**config.mk**
```make
export PLATFORM = sky130hd
export DESIGN_NAME = fetch_decode_queue
export DESIGN_NICKNAME = d
export VERILOG_FILES = /design/src/rtl/fetch_decode_queue.sv
export SDC_FILE = /design/constraint.sdc
export NUM_CORES = 1
export LEC_CHECK = 0
export ABC_AREA = 1
export CAP_MARGIN = 20
export CORE_AREA = 10 10 180 216
export DETAILED_ROUTE_END_ITERATION = 16
export DIE_AREA = 0 0 190 226
export GPL_TIMING_DRIVEN = 0
export PLACE_DENSITY = 0.67
export SETUP_SLACK_MARGIN = 0.2
export SLEW_MARGIN = 5
export SYNTH_ARGS = -nofsm -noshare
export SYNTH_HDL_FRONTEND = slang
export SYNTH_SLANG_ARGS = --single-unit
```
**constraint.sdc**
```tcl
create_clock -name clk -period 13.58 [get_ports clk]
set_input_delay 1.358 -clock clk [delete_from_list [all_inputs] [get_ports clk]]
set_output_delay 1.358 -clock clk [all_outputs]
set_load 0.05 [all_outputs]
```
**src/rtl/fetch_decode_queue.sv**
```systemverilog
// Circular instruction queue between fetch and decode; head is a combinational read, so an entry is visible the cycle after it is written.
// Fetch is back-pressured by full (from registered count only); flush empties the queue on the next edge.
module fetch_decode_queue #(
  parameter int DEPTH = 4
) (
  input  logic                       clk,
  input  logic                       reset,
  input  logic                       flush,
  input  logic                       enq_valid,
  input  logic [31:0]                enq_pc,
  input  logic [31:0]                enq_instr,
  input  logic [31:0]                enq_pc_plus4,
  output logic                       full,
  input  logic                       deq_ready,
  output logic                       deq_valid,
  output logic [31:0]                deq_pc,
  output logic [31:0]                deq_instr,
  output logic [31:0]                deq_pc_plus4,
  output logic [$clog2(DEPTH+1)-1:0] count
);

  localparam int PW = $clog2(DEPTH);
  localparam int CW = $clog2(DEPTH+1);
  localparam logic [31:0] NOP = 32'h0000_0013;

  typedef struct packed {
    logic [31:0] pc;
    logic [31:0] instr;
    logic [31:0] pc_plus4;
  } entry_t;

  entry_t        mem [DEPTH];
  entry_t        head;
  logic [PW-1:0] wr_ptr;
  logic [PW-1:0] rd_ptr;
  logic          enq_fire;
  logic          deq_fire;

  assign full      = (count == CW'(DEPTH));
  assign deq_valid = (count != '0);
  assign enq_fire  = enq_valid && !full && !flush;
  assign deq_fire  = deq_valid && deq_ready && !flush;

  always_ff @(posedge clk or posedge reset) begin
    if (reset) begin
      wr_ptr <= '0;
      rd_ptr <= '0;
      count  <= '0;
    end else if (flush) begin
      wr_ptr <= '0;
      rd_ptr <= '0;
      count  <= '0;
    end else begin
      if (enq_fire) wr_ptr <= wr_ptr + PW'(1);
      if (deq_fire) rd_ptr <= rd_ptr + PW'(1);
      if (enq_fire && !deq_fire)      count <= count + CW'(1);
      else if (deq_fire && !enq_fire) count <= count - CW'(1);
    end
  end

  // Storage is deliberately unreset; the empty mask below hides stale entries.
  always_ff @(posedge clk) begin
    if (enq_fire) mem[wr_ptr] <= '{pc: enq_pc, instr: enq_instr, pc_plus4: enq_pc_plus4};
  end

  assign head         = mem[rd_ptr];
  assign deq_pc       = deq_valid ? head.pc       : 32'h0;
  assign deq_instr    = deq_valid ? head.instr    : NOP;
  assign deq_pc_plus4 = deq_valid ? head.pc_plus4 : 32'h0;

endmodule
```
==> results of run 1 <==
==> layout by cell type (no fill, tap or decap), types with 2 or more instances in the layout <==
| cell | netlist | layout |
|---|---|---|
| clkbuf_2 | 10 | 10 |
| buf_6 | 5 | 5 |
| clkinv_2 | 1 | 6 |
| clkbuf_8 | 0 | 2 |
| edfxtp_1 | 384 | 384 |
| nand2_2 | 3 | 3 |
| clkbuf_16 | 0 | 41 |
| buf_2 | 23 | 23 |
| o21ai_0 | 188 | 188 |
| nand2_1 | 17 | 17 |
| clkdlybuf4s50_1 | 0 | 201 |
| clkinv_1 | 0 | 7 |
| nor2_4 | 1 | 5 |
| a21oi_1 | 97 | 97 |
| nor2_1 | 389 | 385 |
| ha_1 | 4 | 4 |
| inv_2 | 3 | 3 |
| o311ai_0 | 2 | 2 |
| buf_12 | 0 | 13 |
| buf_4 | 14 | 14 |
| nand3_1 | 2 | 2 |
| o21ai_1 | 5 | 5 |
| clkbuf_1 | 22 | 29 |
| inv_1 | 15 | 15 |
| dfrtp_1 | 7 | 7 |
| bufinv_16 | 0 | 2 |
==> metal layers <==
layer / part of all wire / global-route usage
met1: 0.40 / 0.2172
met2: 0.51 / 0.3108
met3: 0.065 / 0.03966
met4: 0.022 / 0.05716
met5: 0.00046 / 0
==> synth_stat cells, drive strengths merged <==
cell type and instances:
ha 4, inv 18, nand3 3, clkbuf 32
clkinv 1, xor2 1, a21oi 97, nand3b 1
fa 1, dfrtp 7, nor2 391, o21ai 193
buf 42, o311ai 3, edfxtp 384, nand2 20
==> worst min-delay path by stage <==
stage                 to  cells past startpoint  startpoint  slack, ns
4_1_cts         count[0]                      2    count[0]       0.63
5_1_grt         count[0]                      2    count[0]       0.67
2_1_floorplan  wr_ptr[1]                      2   wr_ptr[1]       0.58
6_report        count[0]                      2    count[0]       0.63
3_3_place_gp   wr_ptr[1]                      2   wr_ptr[1]       0.61
3_5_place_dp    count[0]                      2    count[0]       0.62
==> layout make-up <==
cell class	instances	area [um2]	area share
Tap cell	462	578.1	0.02974
Sequential cell	391	11710	0.6022
Buffer	74	409.1	0.02105
Multi-Input combinational cell	714	3174	0.1633
Inverter	19	72.57	0.003733
Timing Repair Buffer	215	2300	0.1183
Clock inverter	15	118.9	0.006115
Clock buffer	50	1080	0.05555
==> flip-flops by register name, indices dropped and copies added, names as in the netlist <==
register and cells:
wr_ptr 2, count 3, rd_ptr 2, mem 384
==> cell families (layout without fill, tap and decap cells) <==
logic type               count (synthesis)  count (layout)  share of synthesized area
AND/OR/NAND/NOR                        415             415                     0.1036
buffers and inverters                   93             373                    0.03142
XOR/XNOR                                 1               1                  0.0005713
AO/OA/AOI/OAI                          293             293                    0.09638
flip-flops                             391             391                     0.7635
adder cells (fa/ha/maj)                  5               5                   0.004570
==> power groups by stage <==
stage	logic, mW	clock network [mW]	registers (mW)
floorplan	1.21	0	1.47
global placement	1.93	0	1.47
detailed placement	1.96	0	1.45
CTS	1.97	1.03	1.42
global route	2.06	1.08	1.43
finish	1.94	1.02	1.42
==> worst max-delay path, cell delays in order, from the launching register on <==
cell,delay [ns]
dfrtp_1,0.40
buf_6,0.14
clkinv_2,0.06
buf_2,0.34
clkbuf_2,0.32
o21ai_0,0.14
a21oi_1,0.29
clkdlybuf4s50_1,0.87
==> metrics by stage <==
step	instances	power [mW]	hold WS (ns)
after detailed placement	1875	3.412	0.6170
after floorplan	1198	2.681	0.5794
final	1940	4.381	0.6265
after global routing	1940	4.574	0.6695
after global placement	1861	3.401	0.6085
after CTS	1940	4.429	0.6306
==> run_results.csv, run 1 <==
group,metric,value,unit
clocking,cts_sinks,391,
synthesis,synth_area_leaders,"edfxtp_1 75%, nor2_1 9.5%, o21ai_0 6.1%",
worst_setup_path,rr_endpoint,"mem[2][51]",
worst_setup_path,r2r_slack,11.06,ns
die,die_w,190,um
pwr,ir_drop,176.9,uV
global_route,grt_start_max_net_pins,27,
hold_path,worst_hold_path_type,"register to register",
cells_and_area,final_area,0.01944,mm2
synthesis,ys_types,26,
routing,first_pass_iters,7,
synthesis,syn_area_per_cell,12.80,um2
global_route,grtUsageTotal,0.1793,
routing,drc,0,
clocking,htreeDepth,2,
timing,clock.fmax,224.5,MHz
pwr,p_leak,6.625,nW
clocking,insertion_delay,0.53,ns
die,row_count,75,
synthesis,yosys.area.top_type_share,0.7521,
job,cap_violations,0,
routing,num_vias,9969,
worst_setup_path,worstSetupStartpointType,"register",
worst_setup_path,setup.worst_path.class,"register to output port",
pwr,power.internal,2.563,mW
clocking,clkTransAtPathRegs,0.06,ns
worst_setup_path,worstReg2RegStart,"count[0]",
place,port_buffers,201,
timing,slew_viol_final,0,
place,dp_slack,9.651,ns
worst_setup_path,critPathMaxFanout,10,
clocking,ctsHoldBuffers,0,
place,gp_congestion,0.7434,
clocking,numCtsBuffers,39,
timing,setup_viol_count_final,0,
die,die_height,226,um
global_route,grt_pass1_wl,59.55,mm
cells_and_area,fin_nets,1560,
timing,fin_worst_skew,0.01282,ns
pwr,p_clk_frac,0.232,
routing,viasPerCell,5.139,
worst_setup_path,setup.worst_path.end_class,"output port",
pwr,power_density,225.4,mW/mm2
place,placed_area,0.01824,mm2
worst_setup_path,startpoint,"rd_ptr[0]",
global_route,grt_pass1_vias,10200,
die,pin_count,202,
routing,wl,39.43,mm
die,initial_core_util,0.4428,
clocking,cts_root_buf,"clkbuf_16",
clocking,cts_buffer_depth,3,
run_status,status,"completed",
synthesis,ys_seq_area_frac,0.7635,
routing,wire_per_inst,20.33,um
cells_and_area,layout-drive-gt1-share,0.08863,
routing,drtAntennaViolNets,0,
worst_setup_path,cp_data_required_time,12.22,ns
worst_setup_path,reg2reg_depth,8,
cells_and_area,synthToLayoutAreaGrowth,26.78,%
synthesis,ys_warn_count,0,
cells_and_area,fill_cells,2813,
die,core-area,0.03463,mm2
routing,drt_iter0_markers,663,
place,hpwlAfterDp,25.84,mm
cells_and_area,utilization,0.5614,
timing,rsz0062_at_grt,"false",
pwr,p_sw,1.818,mW
timing,tns,0,ns
cells_and_area,antennaDiodeCount,0,
clocking,post_cts.repair.setup_buffers,0,
global_route,overflow,0,
synthesis,synthCells,1198,
pwr,comb_power_share,0.443,
worst_setup_path,arrival,3.10,ns
clocking,ctsResizeCount,0,
synthesis,synth_seq_cells,391,
timing,finalCritPeriodShare,0.3280,
synthesis,synth_nets,1304,
timing,worst_slew_pin_slew,0.8836,ns
timing,hold_violations,0,
pwr,seqPwrFrac,0.325,
global_route,antenna_found_initial,2,
clocking,cts_tree,"yes",
timing,min_period,4.454,ns
die,dieArea,0.04294,mm2
timing,max_slew_margin,0.4095,
synthesis,synth_area_leader_cell,"edfxtp_1",
synthesis,syn_area,0.01533,mm2
timing,finalWorstSetupSlack,9.126,ns
pwr,p_sw_frac,0.4150,
worst_setup_path,crit_path_end,"deq_pc_plus4[29]",
(Power assumes the default switching activity.)
==> run 2: changes to the inputs <==
--- a/config.mk
+++ b/config.mk
@@ -11,7 +11,7 @@
 export DETAILED_ROUTE_END_ITERATION = 16
 export DIE_AREA = 0 0 190 226
 export GPL_TIMING_DRIVEN = 0
-export PLACE_DENSITY = 0.67
+export PLACE_DENSITY = 0.69
 export SETUP_SLACK_MARGIN = 0.2
 export SLEW_MARGIN = 5
 export SYNTH_ARGS = -nofsm -noshare
==> constraint.sdc (replaced) <==
create_clock -name clk -period 4 [get_ports clk]
set_input_delay 0.4 -clock clk [delete_from_list [all_inputs] [get_ports clk]]
set_output_delay 0.4 -clock clk [all_outputs]
set_load 0.05 [all_outputs]
==> run_results.csv, run 2 (synthesis results as in run 1) <==
group,metric,value,unit
die,initial_core_util,0.4428,
place,port_buffers,201,
cells_and_area,final_cell_mix,"385 x nor2_1, 384 x edfxtp_1, 201 x clkdlybuf4s50_1, 188 x o21ai_0, 97 x a21oi_1",
place,hpwlAfterDp,25.59,mm
worst_setup_path,reg2reg_depth,8,
worst_setup_path,crit_cells,7,
routing,wl,38.93,mm
global_route,grt_pass1_vias,10200,
clocking,cts_tree,"yes",
hold_path,worst_hold_path_type,"input port to asynchronous set/reset pin",
timing,hold_violations,0,
routing,viasPerCell,5.086,
worst_setup_path,setup.worst_path.end_class,"output port",
die,die_height,226,um
pwr,power.internal,8.615,mW
place,gp_congestion,0.7502,
run_status,status,"completed",
clocking,htreeDepth,2,
global_route,grtUsageTotal,0.1775,
pwr,finalPower,14.79,mW
clocking,ctsHoldBuffers,0,
routing,drtAntennaViolNets,0,
clocking,cts_buffer_depth,3,
global_route,overflow,0,
worst_setup_path,max_stage_delay,0.86,ns
worst_setup_path,path_delay_family,"buffers and inverters",
timing,worst_slew_pin_slew,0.6168,ns
timing,slew_viol_final,0,
routing,num_vias,9892,
cells_and_area,synthToLayoutAreaGrowth,27.05,%
pwr,p_clk_frac,0.227,
timing,min_period,3.399,ns
die,dieArea,0.04294,mm2
pwr,p_sw,6.177,mW
pwr,comb_power_share,0.446,
clocking,cts_sinks,391,
cells_and_area,multi_input_area,0.003174,mm2
clocking,clkTransAtPathRegs,0.06,ns
worst_setup_path,slowest_stage,"clkdlybuf4s50_1",
worst_setup_path,crit_top_cell,"buf_6",
clocking,numCtsBuffers,39,
cells_and_area,ff_latch_area,0.01171,mm2
timing,finalCritPeriodShare,0.8498,
worst_setup_path,path_cells,"buf_6 -> clkinv_2 -> buf_6 -> clkbuf_1 -> o21ai_0 -> a21oi_1 -> clkdlybuf4s50_1",
die,row_count,75,
timing,fin_worst_skew,0.01275,ns
clocking,insertion_delay,0.52,ns
routing,drc,0,
cells_and_area,fin_nets,1562,
cells_and_area,largest_register_ffs,384,
timing,rsz0062_at_grt,"false",
timing,max_slew_margin,0.5888,
pwr,ir_drop,451.6,uV
worst_setup_path,crit_buf_inv,5,
job,cap_violations,0,
clocking,cts_root_buf,"clkbuf_16",
routing,first_pass_iters,5,
routing,wire_per_inst,20.02,um
pwr,p_sw_frac,0.4176,
worst_setup_path,worstSetupStartpointType,"register",
worst_setup_path,critPathMaxFanout,10,
routing,drt_iter0_markers,621,
global_route,grt_pass1_wl,59.06,mm
worst_setup_path,cp_data_required_time,3.60,ns
worst_setup_path,arrival,3.00,ns
pwr,power_density,759.4,mW/mm2
timing,clock.fmax,294.2,MHz
cells_and_area,layout-drive-gt1-share,0.08839,
die,die_w,190,um
clocking,post_cts.repair.setup_buffers,0,
cells_and_area,fill_cells,2794,
die,pin_count,202,
clocking,ctsResizeCount,0,
pwr,seqPwrFrac,0.327,
die,core-area,0.03463,mm2
cells_and_area,mostFrequentLayoutCell,"nor2_1",
cells_and_area,largestRegisters,"mem: 384 flops, count: 3 flops",
global_route,grt_start_max_net_pins,28,
worst_setup_path,setup.worst_path.class,"register to output port",
pwr,p_leak,6.632,nW
timing,setup_viol_count_final,0,
global_route,antenna_found_initial,1,
cells_and_area,regMostFlops,"mem",
cells_and_area,utilization,0.5626,
==> run 2: cell types whose count changed in the layout (fill, tap and decap cells not counted), sizes merged <==
cell	change
buf	+2
bufinv	-1
clkinv	+2
clkinvlp	+1
diode	+1
==> run 2: cell type report <==
| class | count | share of cell area |
|---|---|---|
| antenna | 1 | 0.0001285 |
| buffer | 74 | 0.02100 |
| clock buffer | 50 | 0.05440 |
| clock inverter | 17 | 0.005524 |
| inverter | 19 | 0.003725 |
| multi-input combinational | 714 | 0.1630 |
| sequential | 391 | 0.6009 |
| tap | 462 | 0.02967 |
| timing repair buffer | 217 | 0.1217 |
==> run 2: final timing paths <==
kind | start | endpoint | slack (ns)
max in group asynchronous | reset | wr_ptr[1] | 3.67
hold reg to reg | count[0] | count[0] | 0.63
hold / removal | reset | count[2] | 0.11
setup reg to reg | count[2] | mem[3][46] | 1.54
min in group clk | enq_instr[19] | mem[2][51] | 0.51
setup / recovery | rd_ptr[0] | deq_instr[9] | 0.60
==> run 2: metrics by stage <==
stage | worst slack, ns | hold WS (ns) | std cells | area (um2) | TNS (ns)
floorplan | -0.08411 | 0.2034 | 1198 | 15340 | -32.30
global placement | -2.253 | 0.6072 | 1861 | 17930 | -835.57
detailed placement | 1.128 | 0.6127 | 1877 | 18310 | 0
CTS | 0.5523 | 0.09689 | 1944 | 19480 | 0
global route | 0.4538 | 0.1478 | 1944 | 19480 | 0
finish | 0.6009 | 0.1092 | 1945 | 19480 | 0
==> run 2: worst register-to-register path, cell delays in order, from the launching register on <==
cell and delay [ns]:
dfrtp_1 0.46, nand2_1 0.14, nand2_2 0.08, nor2_2 0.17
inv_2 0.14, nor2_4 0.49, buf_16 0.25, buf_16 0.19
buf_12 0.22
==> run 2: power groups by stage <==
stage          registers (mW)  logic [mW]  clock network [mW]
3_5_place_dp             4.92        6.67                   0
2_1_floorplan            4.97        4.12                   0
6_report                 4.83        6.60                3.36
5_1_grt                  4.85        7.02                3.59
4_1_cts                  4.83        6.70                3.42
3_3_place_gp             4.95        6.57                   0
==> run 2: routing by layer <==
layer  routed length (um)  global-route usage
met5                    0                   0
met2                20240              0.3134
met3                 2700             0.04506
met4                  468             0.04025
met1                15520              0.2128
==> run 3: changes to the inputs <==
--- a/config.mk
+++ b/config.mk
@@ -11,7 +11,7 @@
 export DETAILED_ROUTE_END_ITERATION = 16
 export DIE_AREA = 0 0 190 226
 export GPL_TIMING_DRIVEN = 0
-export PLACE_DENSITY = 0.69
+export PLACE_DENSITY = 0.67
 export SETUP_SLACK_MARGIN = 0.2
 export SLEW_MARGIN = 5
 export SYNTH_ARGS = -nofsm -noshare
==> constraint.sdc (replaced) <==
create_clock -name clk -period 3.51 [get_ports clk]
set_input_delay 0.351 -clock clk [delete_from_list [all_inputs] [get_ports clk]]
set_output_delay 0.351 -clock clk [all_outputs]
set_load 0.05 [all_outputs]
==> run_results.csv, run 3 (synthesis results as in run 1) <==
group,metric,value,unit
place,gp_congestion,0.7747,
pwr,power_density,852.6,mW/mm2
hold_path,worst_hold_path_type,"input port to asynchronous set/reset pin",
global_route,grt_pass1_vias,10080,
clocking,ctsHoldBuffers,0,
worst_setup_path,reg2reg_depth,9,
timing,max_slew_margin,0.4148,
worst_setup_path,critPathMaxFanout,10,
clocking,cts_buffer_depth,3,
clocking,clkTransAtPathRegs,0.06,ns
global_route,grtUsageTotal,0.1776,
global_route,busiest_layer,"met2",
timing,slew_viol_final,0,
cells_and_area,largestRegisters,"mem: 384 flops, count: 3 flops",
clocking,insertion_delay,0.53,ns
die,core-area,0.03463,mm2
die,pin_count,202,
clocking,cts_tree,"yes",
global_route,grt.met1_usage,0.2140,
cells_and_area,finalNonFillerCells,1946,
die,dieArea,0.04294,mm2
routing,drtAntennaViolNets,0,
clocking,numCtsBuffers,38,
worst_setup_path,setup.worst_path.end_class,"output port",
routing,wl,39.14,mm
cells_and_area,layout-drive-gt1-share,0.09575,
timing,worst_slew_pin_slew,0.8757,ns
place,dp.cells,1878,
worst_setup_path,setup.worst_path.class,"register to output port",
run_status,status,"completed",
die,row_count,75,
place,hpwlAfterDp,25.88,mm
routing,viasPerCell,5.125,
global_route,met2_usage,0.3099,
timing,clock.fmax,312.9,MHz
timing,rsz0062_at_grt,"false",
cells_and_area,synthToLayoutAreaGrowth,28.10,%
global_route,overflow,0,
timing,min_period,3.196,ns
worst_setup_path,path_cells,"buf_6 -> clkinv_2 -> buf_2 -> clkbuf_2 -> o21ai_0 -> a21oi_1 -> clkdlybuf4s50_1",
routing,drc,0,
routing,drt_iter0_markers,621,
die,die_height,226,um
cells_and_area,fin_nets,1562,
global_route,antenna_found_initial,3,
place,port_buffers,201,
clocking,post_cts.repair.setup_buffers,0,
routing,first_pass_iters,5,
timing,setup_viol_count_final,0,
die,die_w,190,um
timing,hold_violations,0,
cells_and_area,mostFrequentLayoutCell,"nor2_1",
job,cap_violations,0,
place,placed_area,0.01835,mm2
pwr,ir_drop,595.3,uV
routing,wire_per_inst,20.11,um
routing,num_vias,9974,
global_route,use_met3,0.04105,
clocking,htreeDepth,2,
timing,finalCritPeriodShare,0.9106,
global_route,grt_pass1_wl,58.83,mm
global_route,grt_start_max_net_pins,27,
worst_setup_path,arrival,2.85,ns
cells_and_area,regMostFlops,"mem",
cells_and_area,utilization,0.5672,
worst_setup_path,worstSetupStartpointType,"register",
cells_and_area,final_area,0.01964,mm2
worst_setup_path,max_stage_delay,0.83,ns
pwr,finalPower,16.75,mW
clocking,cts_sinks,391,
timing,hold_slack,0.07120,ns
worst_setup_path,slowest_stage,"clkdlybuf4s50_1",
worst_setup_path,cp_data_required_time,3.16,ns
timing,fin_worst_skew,0.01142,ns
cells_and_area,largest_register_ffs,384,
clocking,cts_root_buf,"clkbuf_16",
cells_and_area,final_cell_mix,"385 x nor2_1, 384 x edfxtp_1, 188 x o21ai_0, 110 x clkdlybuf4s50_1, 97 x a21oi_1",
die,initial_core_util,0.4428,
pwr,p_leak,7.485,nW
[run 3: cell count changes in the layout (fill, tap and decap cells not counted), moves of 2 or more]
| cell | before | now |
|---|---|---|
| buf_12 | 11 | 9 |
| clkbuf_1 | 31 | 26 |
| clkbuf_2 | 10 | 16 |
| clkdlybuf4s50_1 | 201 | 110 |
| clkinvlp_4 | 2 | 0 |
| buf_16 | 5 | 8 |
| dlymetal6s2s_1 | 0 | 46 |
| clkinv_1 | 9 | 4 |
| dlygate4sd2_1 | 0 | 45 |
| clkinv_2 | 5 | 9 |
| bufinv_16 | 1 | 3 |
[run 3: final timing paths]
kind | startpoint | slack (ns) | end
setup reg to reg | count[0] | 0.98 | mem[3][40]
setup / recovery | rd_ptr[0] | 0.31 | deq_pc[5]
hold / removal | reset | 0.07 | count[1]
min in group clk | enq_instr[4] | 0.44 | mem[2][36]
max in group asynchronous | reset | 3.21 | rd_ptr[0]
hold reg to reg | wr_ptr[1] | 0.64 | wr_ptr[1]
[run 3: through the flow]
step | setup slack [ns] | setup TNS [ns]
after CTS | 0.2014 | 0
after global placement | -2.709 | -1016.41
after detailed placement | 0.5906 | 0
after floorplan | -0.5741 | -220.46
final | 0.3140 | 0
after global routing | 0.1993 | 0
[run 3: layout make-up]
type / count / area, um2
Antenna cell: 1 / 2.502
Buffer: 74 / 416.7
Clock buffer: 51 / 1064
Clock inverter: 16 / 156.4
Fill cell: 2709 / 14990
Inverter: 19 / 72.57
Multi-Input combinational cell: 714 / 3174
Sequential cell: 391 / 11710
Tap cell: 462 / 578.1
Timing Repair Buffer: 218 / 2471
[run 3: critical path: cells and delay by family, from the launching register on]
kind,cells,cell delay (ns)
buffers and inverters,5,1.69
flip-flops,1,0.37
AO/OA/AOI/OAI,2,0.26
[run 3: routing by layer]
layer	vias to the layer above	part of all wire
met2	298	0.52
li1	4771	-
met5	-	0.00031
met3	48	0.063
met4	2	0.018
met1	4855	0.40
[run 3: repair_timing]
action                                  4_1_cts  5_1_grt
gates resized for setup                      46       56
pin swaps                                     0        0
endpoints found under the setup margin       46       47
hold endpoints to repair                      0        0
[run 3: report_power, final]
part	leakage, nW	internal, mW	switching, mW	total, mW
clock network	0.603	2.35	1.63	3.98
registers	3.58	5.43	0.0757	5.50
logic	3.30	1.94	5.32	7.26
total	7.49	9.71	7.03	16.7
